--- src/rtl/mem_stage_lsu_if.sv ---
// Bundle of request/response and data-memory signals around the MEM-stage LSU.
// slave: the LSU side; master: the pipeline plus data memory driving it.
interface mem_stage_lsu_if;
  logic        req_valid;
  logic        req_ready;
  logic        req_we;
  logic [1:0]  req_size;
  logic        req_unsigned;
  logic [31:0] req_addr;
  logic [31:0] req_wdata;
  logic [4:0]  req_rd;

  logic        resp_valid;
  logic [31:0] resp_data;
  logic [4:0]  resp_rd;
  logic        resp_we;
  logic        exc_misalign;

  logic        mem_read;
  logic        mem_write;
  logic [31:0] mem_addr;
  logic [31:0] mem_wdata;
  logic [31:0] mem_rdata;

  modport slave (
    input  req_valid, req_we, req_size, req_unsigned, req_addr, req_wdata, req_rd,
    input  mem_rdata,
    output req_ready, resp_valid, resp_data, resp_rd, resp_we, exc_misalign,
    output mem_read, mem_write, mem_addr, mem_wdata
  );

  modport master (
    output req_valid, req_we, req_size, req_unsigned, req_addr, req_wdata, req_rd,
    output mem_rdata,
    input  req_ready, resp_valid, resp_data, resp_rd, resp_we, exc_misalign,
    input  mem_read, mem_write, mem_addr, mem_wdata
  );
endinterface

--- src/rtl/mem_stage_lsu.sv ---
// MEM-stage load/store unit on a big-endian word memory; sub-word stores are read-modify-write.
// Define LSU_MISALIGN_TRAP_EN to trap misaligned half/word accesses instead of forcing alignment.
module mem_stage_lsu (
  input  logic clk,
  input  logic rst,
  mem_stage_lsu_if.slave bus
);

  typedef enum logic [1:0] {IDLE, RD, WR, RESP} state_t;

  state_t      r_state;
  state_t      w_state_next;
  logic        r_we;
  logic        r_unsigned;
  logic        r_trap;
  logic        r_rsvd;
  logic [1:0]  r_size;
  logic [31:0] r_addr;
  logic [31:0] r_wdata;
  logic [31:0] r_word;
  logic [4:0]  r_rd;

  logic        w_accept;
  logic        w_rsvd;
  logic        w_trap;
  logic [31:0] w_addr_fix;
  logic [7:0]  w_lanes [4];
  logic [31:0] w_sb_word;
  logic [31:0] w_sh_word;
  logic [7:0]  w_ld_byte;
  logic [15:0] w_ld_half;
  logic [31:0] w_load_data;
  logic        w_in_resp;
  logic        w_ok_load;

  assign w_accept = bus.req_valid && (r_state == IDLE);
  assign w_rsvd   = (bus.req_size == 2'b11);

  always_comb begin
    w_addr_fix = bus.req_addr;
    case (bus.req_size)
      2'b01:   w_addr_fix[0]   = 1'b0;
      2'b10:   w_addr_fix[1:0] = 2'b00;
      default: w_addr_fix      = bus.req_addr;
    endcase
  end

`ifdef LSU_MISALIGN_TRAP_EN
  logic w_misalign;
  assign w_misalign = ((bus.req_size == 2'b01) && bus.req_addr[0]) ||
                      ((bus.req_size == 2'b10) && (bus.req_addr[1:0] != 2'b00));
  assign w_trap = w_misalign;
`else
  assign w_trap = 1'b0;
`endif

  always_comb begin
    w_state_next = r_state;
    case (r_state)
      IDLE: begin
        if (w_accept) begin
          if (w_rsvd || w_trap)            w_state_next = RESP;
          else if (!bus.req_we)            w_state_next = RD;
          else if (bus.req_size == 2'b10)  w_state_next = WR;
          else                             w_state_next = RD;
        end
      end
      RD:      w_state_next = r_we ? WR : RESP;
      WR:      w_state_next = RESP;
      RESP:    w_state_next = IDLE;
      default: w_state_next = IDLE;
    endcase
  end

  always_ff @(posedge clk) begin
    if (rst) begin
      r_state    <= IDLE;
      r_we       <= 1'b0;
      r_unsigned <= 1'b0;
      r_trap     <= 1'b0;
      r_rsvd     <= 1'b0;
      r_size     <= 2'b00;
      r_addr     <= 32'd0;
      r_wdata    <= 32'd0;
      r_word     <= 32'd0;
      r_rd       <= 5'd0;
    end else begin
      r_state <= w_state_next;
      if (w_accept) begin
        r_we       <= bus.req_we;
        r_unsigned <= bus.req_unsigned;
        r_trap     <= w_trap && !w_rsvd;
        r_rsvd     <= w_rsvd;
        r_size     <= bus.req_size;
        r_addr     <= w_addr_fix;
        r_wdata    <= bus.req_wdata;
        r_rd       <= bus.req_rd;
      end
      if (r_state == RD) r_word <= bus.mem_rdata;
    end
  end

  // Byte offset k lives in bits [31-8k -: 8]; a half at offset 0/2 spans two such lanes.
  genvar gi;
  generate
    for (gi = 0; gi < 4; gi++) begin : g_lane
      assign w_lanes[gi] = r_word[31-8*gi -: 8];
      assign w_sb_word[31-8*gi -: 8] = (r_addr[1:0] == 2'(gi)) ? r_wdata[7:0] : w_lanes[gi];
      assign w_sh_word[31-8*gi -: 8] = (r_addr[1] == 1'(gi / 2)) ? r_wdata[15-8*(gi%2) -: 8]
                                                                  : w_lanes[gi];
    end
  endgenerate

  assign w_ld_byte = w_lanes[r_addr[1:0]];
  assign w_ld_half = r_addr[1] ? {w_lanes[2], w_lanes[3]} : {w_lanes[0], w_lanes[1]};

  always_comb begin
    w_load_data = 32'd0;
    case (r_size)
      2'b00:   w_load_data = {{24{!r_unsigned && w_ld_byte[7]}}, w_ld_byte};
      2'b01:   w_load_data = {{16{!r_unsigned && w_ld_half[15]}}, w_ld_half};
      2'b10:   w_load_data = r_word;
      default: w_load_data = 32'd0;
    endcase
  end

  assign w_in_resp = (r_state == RESP);
  assign w_ok_load = !r_we && !r_rsvd && !r_trap;

  assign bus.req_ready  = (r_state == IDLE);
  assign bus.resp_valid = w_in_resp;
  assign bus.resp_we    = w_in_resp && w_ok_load;
  assign bus.resp_data  = (w_in_resp && w_ok_load) ? w_load_data : 32'd0;
  assign bus.resp_rd    = r_rd;
`ifdef LSU_MISALIGN_TRAP_EN
  assign bus.exc_misalign = w_in_resp && r_trap;
`else
  assign bus.exc_misalign = 1'b0;
`endif

  // Gating by rst lets a reset landing on the WR cycle cancel the write.
  assign bus.mem_read  = !rst && (r_state == RD);
  assign bus.mem_write = !rst && (r_state == WR);
  assign bus.mem_addr  = ((r_state == RD) || (r_state == WR)) ? {r_addr[31:2], 2'b00} : 32'd0;

  always_comb begin
    bus.mem_wdata = 32'd0;
    if (r_state == WR) begin
      case (r_size)
        2'b00:   bus.mem_wdata = w_sb_word;
        2'b01:   bus.mem_wdata = w_sh_word;
        default: bus.mem_wdata = r_wdata;
      endcase
    end
  end

endmodule

--- src/flat_wrapper.sv ---
// flat-port wrapper written by rule: the top's interface ports become plain ports
module mem_stage_lsu_flat 
  (clk, rst, bus_req_valid, bus_req_we, bus_req_size, bus_req_unsigned, bus_req_addr, bus_req_wdata, bus_req_rd, bus_mem_rdata, bus_req_ready, bus_resp_valid, bus_resp_data, bus_resp_rd, bus_resp_we, bus_exc_misalign, bus_mem_read, bus_mem_write, bus_mem_addr, bus_mem_wdata);
  mem_stage_lsu_if bus_i ();
  input  logic clk;
  input  logic rst;
  input wire logic [$bits(bus_i.req_valid)-1:0] bus_req_valid;
  input wire logic [$bits(bus_i.req_we)-1:0] bus_req_we;
  input wire logic [$bits(bus_i.req_size)-1:0] bus_req_size;
  input wire logic [$bits(bus_i.req_unsigned)-1:0] bus_req_unsigned;
  input wire logic [$bits(bus_i.req_addr)-1:0] bus_req_addr;
  input wire logic [$bits(bus_i.req_wdata)-1:0] bus_req_wdata;
  input wire logic [$bits(bus_i.req_rd)-1:0] bus_req_rd;
  input wire logic [$bits(bus_i.mem_rdata)-1:0] bus_mem_rdata;
  output wire logic [$bits(bus_i.req_ready)-1:0] bus_req_ready;
  output wire logic [$bits(bus_i.resp_valid)-1:0] bus_resp_valid;
  output wire logic [$bits(bus_i.resp_data)-1:0] bus_resp_data;
  output wire logic [$bits(bus_i.resp_rd)-1:0] bus_resp_rd;
  output wire logic [$bits(bus_i.resp_we)-1:0] bus_resp_we;
  output wire logic [$bits(bus_i.exc_misalign)-1:0] bus_exc_misalign;
  output wire logic [$bits(bus_i.mem_read)-1:0] bus_mem_read;
  output wire logic [$bits(bus_i.mem_write)-1:0] bus_mem_write;
  output wire logic [$bits(bus_i.mem_addr)-1:0] bus_mem_addr;
  output wire logic [$bits(bus_i.mem_wdata)-1:0] bus_mem_wdata;
  assign bus_i.req_valid = bus_req_valid;
  assign bus_i.req_we = bus_req_we;
  assign bus_i.req_size = bus_req_size;
  assign bus_i.req_unsigned = bus_req_unsigned;
  assign bus_i.req_addr = bus_req_addr;
  assign bus_i.req_wdata = bus_req_wdata;
  assign bus_i.req_rd = bus_req_rd;
  assign bus_i.mem_rdata = bus_mem_rdata;
  assign bus_req_ready = bus_i.req_ready;
  assign bus_resp_valid = bus_i.resp_valid;
  assign bus_resp_data = bus_i.resp_data;
  assign bus_resp_rd = bus_i.resp_rd;
  assign bus_resp_we = bus_i.resp_we;
  assign bus_exc_misalign = bus_i.exc_misalign;
  assign bus_mem_read = bus_i.mem_read;
  assign bus_mem_write = bus_i.mem_write;
  assign bus_mem_addr = bus_i.mem_addr;
  assign bus_mem_wdata = bus_i.mem_wdata;
  mem_stage_lsu u_core (.clk(clk), .rst(rst), .bus(bus_i));
endmodule
--- config.mk ---
export PLATFORM = sky130hd
export DESIGN_NAME = mem_stage_lsu_flat
export DESIGN_NICKNAME = d
export VERILOG_FILES = /design/src/rtl/mem_stage_lsu_if.sv /design/src/rtl/mem_stage_lsu.sv /design/src/flat_wrapper.sv
export SDC_FILE = /design/constraint.sdc
export NUM_CORES = 1
export LEC_CHECK = 0
export CAP_MARGIN = 20
export CORE_UTILIZATION = 45
export DETAILED_ROUTE_END_ITERATION = 8
export PLACE_DENSITY = 0.81
export REMOVE_ABC_BUFFERS = 1
export SETUP_SLACK_MARGIN = 0.1
export SLEW_MARGIN = 20
export SYNTH_ARGS = -nofsm -noshare
export SYNTH_HDL_FRONTEND = slang
export SYNTH_SLANG_ARGS = --single-unit
--- constraint.sdc ---
create_clock -name clk -period 5 [get_ports clk]
set_input_delay 1 -clock clk [delete_from_list [all_inputs] [get_ports clk]]
set_output_delay 1 -clock clk [all_outputs]
set_load 0.02 [all_outputs]
# --- Word level (Yosys, flattened, before mapping) ---
# Cells that the tools add are included.
word_totals:
  wordCells: 64
  register_bits: 108
  out_inout_bits: 107
  in_bits: 108
op_classes:
  n_lt_le_gt_ge: 1
  bitwise: 1
  muxes: 25
  n_reduce_logical: 16
  eq_ne: 12
op_table:
  columns: ["operator", "n"]
  rows:
  - ["32-bit 2-to-1 mux", 3]
  - ["32-bit case mux with 3 select lines", 1]
  - ["8-bit 2-to-1 mux", 10]
  - ["32-bit case mux with 2 select lines", 1]
  - ["8-bit binary-select mux with 2-bit select", 1]
  - ["16-bit 2-to-1 mux", 1]
  - ["2-bit == test, second input constant", 7]
  - ["2-bit by 1-bit == test with 1-bit output, second input constant", 4]
  - ["2-bit 2-to-1 mux", 4]
  - ["2-bit case mux with 4 select lines", 1]
  - ["1-bit logical AND", 7]
  - ["2-bit zero test", 3]
  - ["1-bit zero test", 4]
  - ["3-bit >= comparator, second input constant", 1]
  - ["1-bit 2-to-1 mux", 3]
  - ["2-bit inverter with 3-bit output", 1]
  - ["2-bit by 1-bit != test with 1-bit output, second input constant", 1]
  - ["2-bit OR reduction", 1]
  - ["1-bit logical OR", 1]

# --- Logic depth before layout (Yosys ltp) ---
# Gate-level depths: netlist of the first run.
depth:
  depth_word: 7
  ltp_mapped: 7
  ltp_nobuf: 6

# --- Least setup slack after synthesis of the first run ---
# Ideal clock, no wire load.
synth_timing:
  kind: "reg-to-output"
  startpoint: "reg u_core.r_state[1]"
  endpoint: "out bus_resp_data[30]"
  arrival_time_ns: 2.239
  slack_ns: 1.761
  required_time_ns: 4.000
  stages_incl_launch_ff: 6
  path_cell_list: "dfxtp_1 -> ha_1 -> nor3b_2 -> nand2_1 -> buf_1 -> a21oi_1"
synth_via:
  elab_chain_cells: 3
synth_rtl:
  columns: ["item", "line_no", "source"]
  rows:
  - ["from (decl)", "mem_stage_lsu.sv:11", "state_t r_state;"]
  - ["from (signal assigned)", "mem_stage_lsu.sv:88", "r_state <= w_state_next;"]
  - ["2-bit == test", "mem_stage_lsu.sv:127", "assign w_in_resp = (r_state == RESP);"]
  - ["net bus_resp_valid", "flat_wrapper.sv:16", "output wire logic [$bits(bus_i.resp_valid)-1:0] bus_resp_valid;"]
  - ["1-bit logical AND", null, null]
  - ["net bus_resp_we", "flat_wrapper.sv:19", "output wire logic [$bits(bus_i.resp_we)-1:0] bus_resp_we;"]
  - ["32-bit 2-to-1 mux", "mem_stage_lsu.sv:133", "assign bus.resp_data = (w_in_resp && w_ok_load) ? w_load_data : 32'd0;"]
  - ["to (decl)", "flat_wrapper.sv:17", "output wire logic [$bits(bus_i.resp_data)-1:0] bus_resp_data;"]
# The timed path passes the listed nets, and every way through them passes these cells.

# --- Worst setup path in the final report of the first run ---
layout_timing:
  startpoint: "reg u_core.r_size[0]"
  endpoint: "out bus_resp_data[13]"
layout_via:
  elab_chain_cells: 3
  word_cells_on_any_way: 5
layout_rtl:
  columns: ["item", "line_no", "source"]
  rows:
  - ["from (decl)", "mem_stage_lsu.sv:17", "logic [1:0] r_size;"]
  - ["from (signal assigned)", "mem_stage_lsu.sv:94", "r_size <= bus.req_size;"]
  - ["2-bit == test (tied with other cells)", "mem_stage_lsu.sv:119", "case (r_size)"]
  - ["32-bit case mux with 3 select lines *", "mem_stage_lsu.sv:119", null]
  - ["32-bit 2-to-1 mux *", "mem_stage_lsu.sv:133", null]
# Mark *: on every way between the ends. The rest lies on a longest branch, timed or not.

==> out/qor.csv, run 1 <==
stage,metric,value,unit
outcome,status,finished clean,
worst_setup_path,crit path from,u_core.r_size[0],
route,Vias,6032,
clock_tree,clock-pin slew on the worst setup and hold paths,70,ps
die,Die X-Extent,116,µm
yosys,"Avg Cell Area, Syn",7.74,µm²
timing,Tmin final,4290,ps
die,io pins,215,
timing,achievable frequency,233,MHz
power_and_ir_drop,Power Dens Cells,410,nW/µm²
power_and_ir_drop,P_int,0.00199,W
clock_tree,# Post-CTS Setup Buffers,0,
power_and_ir_drop,sequential power share,36.9,%
route,Antenna Nets Post-Route,0,
power_and_ir_drop,Comb pwr share,43.1,%
timing,hold_ws,450,ps
yosys,Unique masters post-synth,45,
yosys,Ys Warns,0,
power_and_ir_drop,leakage,2.94,nW
clock_tree,CTS tree,yes,
clock_tree,htree depth,3,
worst_setup_path,worst-case reg-to-reg path depth,6,
timing,post-route setup TNS,0,ps
route,via density per instance,5.49,
final_layout,most frequent cells in the layout,"clkdlybuf4s50_1 (210), nand2_1 (179), dfxtp_1 (106)",
yosys,"EDFF count, synth",0,
grt,initial antenna violation count,0,
worst_setup_path,critical path required time,4000,ps
timing,"Slew Viols, Final",0,
worst_setup_path,CP Class,reg -> out,
power_and_ir_drop,total power,0.00338,W
clock_tree,cts-stage hold buffer count,0,
worst_setup_path,Arrival @ worst endpoint,3290,ps
worst_setup_path,worst setup path end,bus_resp_data[13],
die,row count,41,
worst_setup_path,Critical Path Max Stage Delay,640,ps
final_layout,area grow syn2layout,41.3,%
yosys,"FF+latch count, synth",108,
die,die height,116,µm
route,Initial DRC Count,520,
worst_setup_path,worst-path maximum fanout,12,
timing,Final Skew,9.45,ps
timing,RSZ-0062 raised after global routing,no,
grt,total track usage,28.2,%
clock_tree,Longest Clk Path Bufs,2,
route,Pre-Repair DR Iteration Count,6,
yosys,"top cells by area, synth","dfxtp_1 (37%), nand2_1 (12%), a21oi_1 (8.8%)",
yosys,ys flop type,dfxtp_1,
yosys,Syn Inst Count,752,
power_and_ir_drop,clock group share of total power,20.0,%
grt,largest net degree at the start of global routing,72,
clock_tree,cts bufs inserted,9,
power_and_ir_drop,switching part of the total,41.1,%
worst_setup_path,r2r startpoint,u_core.r_state[0],
timing,Tightest Pin Transition,1110,ps
route,final WL,18900,µm
die,full die area,13400,µm²
final_layout,layout cell share with drive strength beyond 1,8.10,%
die,Initial Util,46.1,%
clock_tree,clock sink count,108,
timing,Fin. Hold Viols,0,
flow_run,max-cap violations,0,
die,Core Region,12600,µm²
clock_tree,CTS Root Cell,clkbuf_16,
worst_setup_path,R2R Setup Slk,2790,ps
place,port bufs,211,
final_layout,"commonest non-fill, non-tap cell in the layout",clkdlybuf4s50_1,
grt,total global routing overflow,0,
clock_tree,post-cts gate resize count,0,
timing,Final Setup Violations,0,
worst_setup_path,Critical Path End Type,output pin,
min_path,Hold Crit Class,reg -> reg,
timing,Slew headroom,25.8,%
clock_tree,worst skew pair latency,350,ps
worst_setup_path,crit-path cells,"buf_4, nor2b_1, a21o_1, a22oi_1, a21oi_1, clkdlybuf4s50_1",
worst_setup_path,Worst setup SP type,flop,
grt,vias in the first global route,5561,
worst_setup_path,slowest cell on the critical path,nor2b_1,
yosys,synthesized area,5820,µm²
grt,first-pass GRT wire length,29000,µm
yosys,top cell type's share of synthesized area,37.1,%
yosys,"area leader, netlist",dfxtp_1,
power_and_ir_drop,P_sw,0.00139,W
final_layout,Nets,1035,
worst_setup_path,worst reg2reg path endpoint,u_core.r_wdata[19],
yosys,post-synthesis sequential area ratio,37.1,%
place,dpl hpwl,13200,µm
final_layout,ANT cells,0,
yosys,ys async rst share,0,%
place,Placer Congestion,0.899,
timing,final cycle utilization of the critical path,85.8,%
route,WL/cell,17.2,µm
min_path,WHS Path Cells,2,
route,DRC,0,
power_and_ir_drop,worst vdd rail ir drop,0.284,mV
==> sequential cells by signal, indices dropped and copies added, names as in the netlist <==
signal              flops
u_core.r_state          2
u_core.r_addr          32
u_core.r_wdata         32
u_core.r_we             1
u_core.r_rsvd           1
u_core.r_word          32
u_core.bus.resp_rd      5
u_core.r_size           2
u_core.r_unsigned       1
==> kinds of logic after synthesis <==
family | after synthesis | share of synthesized area (%)
buffers and inverters | 77 | 5.85
adder cells (fa/ha/maj) | 6 | 1.29
flip-flops | 108 | 37.1
AO/OA/AOI/OAI | 171 | 19.0
other | 1 | 0.0644
multiplexers | 77 | 13.9
AND/OR/NAND/NOR | 312 | 22.8
==> power by group through the flow <==
stage               combinational, W  clock [W]  sequential, W
floorplan                   0.000914          0        0.00120
global placement             0.00143          0        0.00125
detailed placement           0.00145          0        0.00126
CTS                          0.00146   0.000686        0.00124
global route                 0.00158   0.000721        0.00127
finish                       0.00146   0.000674        0.00125
==> critical path: cells and delay by family, from the launching register on <==
kind                   cells  cell delay, ps
buffers and inverters      2             870
DFF                        1             520
AOI/OAI and AO/OA          3             900
and+or+nand+nor            1             640
==> synthesized netlist by cell type, types with 3 or more instances <==
library cell,instances
inv_1,10
mux2i_1,48
nor2_1,72
ha_1,6
buf_2,7
buf_1,9
nand2_1,180
a222oi_1,19
a31oi_1,4
a21oi_2,8
dfxtp_1,108
buf_4,3
o21ai_0,10
nor2b_1,9
a21oi_1,102
o41ai_1,3
clkbuf_1,45
a32o_1,6
nand3_1,6
a22oi_1,7
and2_1,32
a32oi_1,3
mux2_2,29
==> through the flow <==
step	std cells	area, µm²	setup slack [ps]	utilization [%]
after floorplan	687	5530	1320	-
after global placement	1082	7950	1190	63.0
after detailed placement	1082	7950	1080	63.0
after CTS	1098	8220	704	65.2
after global routing	1098	8230	529	65.2
final	1098	8230	709	65.2
==> how the worst min path moves through the flow <==
| stage | from | endpoint | slack (ps) |
|---|---|---|---|
| after global routing | u_core.r_addr[3] | u_core.r_addr[3] | 460 |
| after floorplan | u_core.r_addr[10] | u_core.r_addr[10] | 430 |
| after CTS | u_core.r_addr[31] | u_core.r_addr[31] | 450 |
| after detailed placement | u_core.r_addr[20] | u_core.r_addr[20] | 440 |
| after global placement | u_core.r_addr[4] | u_core.r_addr[4] | 440 |
| final | u_core.r_addr[31] | u_core.r_addr[31] | 450 |
==> cell type report <==
type	count	area, µm²
fillers	1136	4390
multi-input cells	569	3330
repair buffers	223	2200
flip-flops and latches	108	2160
clock buffers	9	225
well taps	172	215
clock inverters	7	51.3
inverters	10	37.5
==> metal layers <==
layer	routed length [µm]	global-route usage, %	share of wire (%)	vias to the layer above
met2	8700	45.1	46	305
li1	-	-	-	2912
met5	0	0	0	-
met1	7460	34.3	40	2773
met4	466	9.23	2.5	0
met3	2230	11.7	12	42
Note: power is estimated with default switching activity, not from simulation.
==> run 2, diff against run 1 <==
--- a/config.mk
+++ b/config.mk
@@ -5,13 +5,16 @@
 export SDC_FILE = /design/constraint.sdc
 export NUM_CORES = 1
 export LEC_CHECK = 0
+export ABC_AREA = 1
 export CAP_MARGIN = 20
 export CORE_UTILIZATION = 45
+export CTS_BUF_LIST = sky130_fd_sc_hd__clkbuf_8
 export DETAILED_ROUTE_END_ITERATION = 8
-export PLACE_DENSITY = 0.81
+export PLACE_DENSITY = 0.8
 export REMOVE_ABC_BUFFERS = 1
 export SETUP_SLACK_MARGIN = 0.1
 export SLEW_MARGIN = 20
 export SYNTH_ARGS = -nofsm -noshare
 export SYNTH_HDL_FRONTEND = slang
 export SYNTH_SLANG_ARGS = --single-unit
+export TNS_END_PERCENT = 30
==> run 2 against run 1 <==
Net effect:
- via count grew 12%
- non-clock buffer count shrank 5
- synthesized cell count grew 31%
- setup slack lost 49 ps
==> out/qor.csv, run 2 <==
stage,metric,value,unit
power_and_ir_drop,clock group share of total power,24.1,%
final_layout,most frequent cells in the layout,"nand2_1 (374), clkdlybuf4s50_1 (210), inv_1 (111), a21oi_1 (111), dfxtp_1 (108)",
power_and_ir_drop,leakage,3.63,nW
timing,Tightest Pin Transition,991,ps
worst_setup_path,Worst setup SP type,flop,
route,WL/cell,14.7,µm
yosys,Ys Warns,0,
power_and_ir_drop,total power,0.00252,W
grt,initial antenna violation count,0,
yosys,"EDFF count, synth",0,
worst_setup_path,cell family with most CP delay,buffers and inverters,
timing,achievable frequency,230,MHz
yosys,"Avg Cell Area, Syn",6.27,µm²
timing,post-route setup TNS,0,ps
die,Core Region,13300,µm²
yosys,top cell type's share of synthesized area,35.0,%
grt,first-pass GRT wire length,31300,µm
clock_tree,clock-pin slew on the worst setup and hold paths,100,ps
power_and_ir_drop,switching part of the total,37.5,%
route,Pre-Repair DR Iteration Count,7,
route,DRC,0,
grt,total global routing overflow,0,
die,full die area,14200,µm²
yosys,synthesized area,6180,µm²
yosys,post-synthesis sequential area ratio,35.0,%
worst_setup_path,slowest cell on the critical path,dfxtp_1,
yosys,most instantiated library cell after synthesis,nand2_1,
worst_setup_path,worst-path maximum fanout,31,
power_and_ir_drop,sequential power share,42.1,%
yosys,Syn Inst Count,985,
worst_setup_path,Critical Path Max Stage Delay,910,ps
timing,RSZ-0062 raised after global routing,no,
flow_run,max-cap violations,0,
route,Initial DRC Count,462,
die,row count,42,
timing,Fin. Hold Viols,0,
timing,Slew headroom,33.9,%
worst_setup_path,critical path required time,4000,ps
grt,vias in the first global route,6371,
min_path,Hold Crit Class,reg -> reg,
yosys,"top cells by area, synth","dfxtp_1 (35%), nand2_1 (23%), a21oi_1 (9.0%)",
clock_tree,worst skew pair latency,400,ps
worst_setup_path,worst path bufs/invs,2,
clock_tree,post-cts gate resize count,0,
yosys,Synth top cells by count,"nand2_1 (374), a21oi_1 (111), inv_1 (110), dfxtp_1 (108), nor2_1 (57)",
clock_tree,cts-stage hold buffer count,0,
final_layout,"commonest non-fill, non-tap cell in the layout",nand2_1,
place,Placer Congestion,0.945,
clock_tree,CTS tree,yes,
final_layout,ANT cells,0,
power_and_ir_drop,P_sw,0.000947,W
yosys,"FF+latch count, synth",108,
timing,Tmin final,4340,ps
power_and_ir_drop,Power Dens Cells,299,nW/µm²
power_and_ir_drop,worst vdd rail ir drop,0.229,mV
final_layout,Layout fillers,1274,
power_and_ir_drop,P_int,0.00158,W
clock_tree,CTS Root Cell,clkbuf_8,
clock_tree,# Post-CTS Setup Buffers,0,
yosys,ys async rst share,0,%
place,port bufs,211,
route,via density per instance,5.06,
clock_tree,htree depth,3,
die,Die X-Extent,119,µm
outcome,status,finished clean,
yosys,Unique masters post-synth,34,
die,io pins,215,
timing,"Slew Viols, Final",0,
worst_setup_path,Arrival @ worst endpoint,3340,ps
die,die height,119,µm
worst_setup_path,crit-path cells,"inv_2, nor2_4, a22oi_1, a21oi_1, clkdlybuf4s50_1",
final_layout,register area,2160,µm²
timing,final cycle utilization of the critical path,86.8,%
final_layout,Nets,1265,
yosys,"area leader, netlist",dfxtp_1,
worst_setup_path,Critical Path End Type,output pin,
final_layout,layout cell share with drive strength beyond 1,4.07,%
worst_setup_path,CP Class,reg -> out,
final_layout,area grow syn2layout,36.6,%
route,Antenna Nets Post-Route,0,
grt,largest net degree at the start of global routing,92,
power_and_ir_drop,Comb pwr share,33.7,%
yosys,ys flop type,dfxtp_1,
final_layout,Largest regs,"u_core.r_addr (32), u_core.r_wdata (32), u_core.r_word (32)",
final_layout,area of the multi-input gates,3230,µm²
place,dpl hpwl,14000,µm
clock_tree,Longest Clk Path Bufs,2,
timing,Final Skew,7.41,ps
grt,total track usage,27.8,%
clock_tree,cts bufs inserted,9,
timing,Final Setup Violations,0,
route,final WL,19600,µm
clock_tree,clock sink count,108,
route,Vias,6734,
die,Initial Util,46.5,%
==> run 2: changes by cell type in the layout (fill, tap and decap cells not counted), sizes merged, moves of 9 or more <==
cell,previous run,this run
nand2,180,378
inv,11,118
mux2i,48,0
nand3,6,51
a211oi,1,33
and2,32,0
mux2,29,0
a222oi,19,0
nor2,72,62
o21ai,11,21
nor2b,9,0
==> run 2: final cells by class <==
type	count	share of cell area, %
Clock inverter	6	1.04
Multi-Input combinational cell	697	38.2
Tap cell	176	2.61
Clock buffer	10	1.63
Timing Repair Buffer	218	25.6
Inverter	117	5.26
Sequential cell	108	25.6
==> run 2: worst paths after layout <==
check,start,slack (ps),cells past startpoint,to
max,u_core.r_size[1],660,5,bus_resp_data[15]
min,u_core.bus.resp_rd[1],470,2,u_core.bus.resp_rd[1]
max reg2reg,u_core.r_state[0],2750,7,u_core.r_state[0]
min reg2reg,u_core.bus.resp_rd[1],470,2,u_core.bus.resp_rd[1]
==> run 2: power groups by stage <==
stage,combinational [W],sequential (W),clock [W]
2_1_floorplan,0.000516,0.00105,0
3_3_place_gp,0.000841,0.00108,0
3_5_place_dp,0.000847,0.00108,0
4_1_cts,0.000851,0.00106,0.000621
5_1_grt,0.000947,0.00107,0.000654
6_report,0.000852,0.00106,0.000610
==> run 2: through the flow <==
stage               worst slack [ps]  hold WS [ps]  cell area (µm²)  util [%]  instances
finish                           660           470             8440      63.5       1332
CTS                              716           472             8440      63.5       1332
global route                     510           489             8440      63.5       1332
global placement                1200           452             8210      61.8       1316
floorplan                       1450           439             5830         -        922
detailed placement              1180           455             8210      61.8       1316
==> run 2: metal layers <==
layer / global-route usage, % / part of all wire, %
met5: 0 / 0
met4: 10.5 / 3.1
met3: 8.29 / 10
met2: 46.9 / 46
met1: 33.0 / 41
==> run 2: logic make-up after synthesis <==
group / Yosys count / share of synthesized area, %
and+or+nand+nor: 500 / 33.0
AOI/OAI and AO/OA: 188 / 17.7
buffers and inverters: 182 / 13.0
DFF: 108 / 35.0
adders and majority gates: 6 / 1.21
other: 1 / 0.0607
==> run 2: worst reg2reg max path, delay by kind of cell (launching register included) <==
family	cells	cell delay, ps
buf+inv	3	630
flops	1	360
simple gates	1	560
fa+ha+maj	1	300
compound gates	2	330
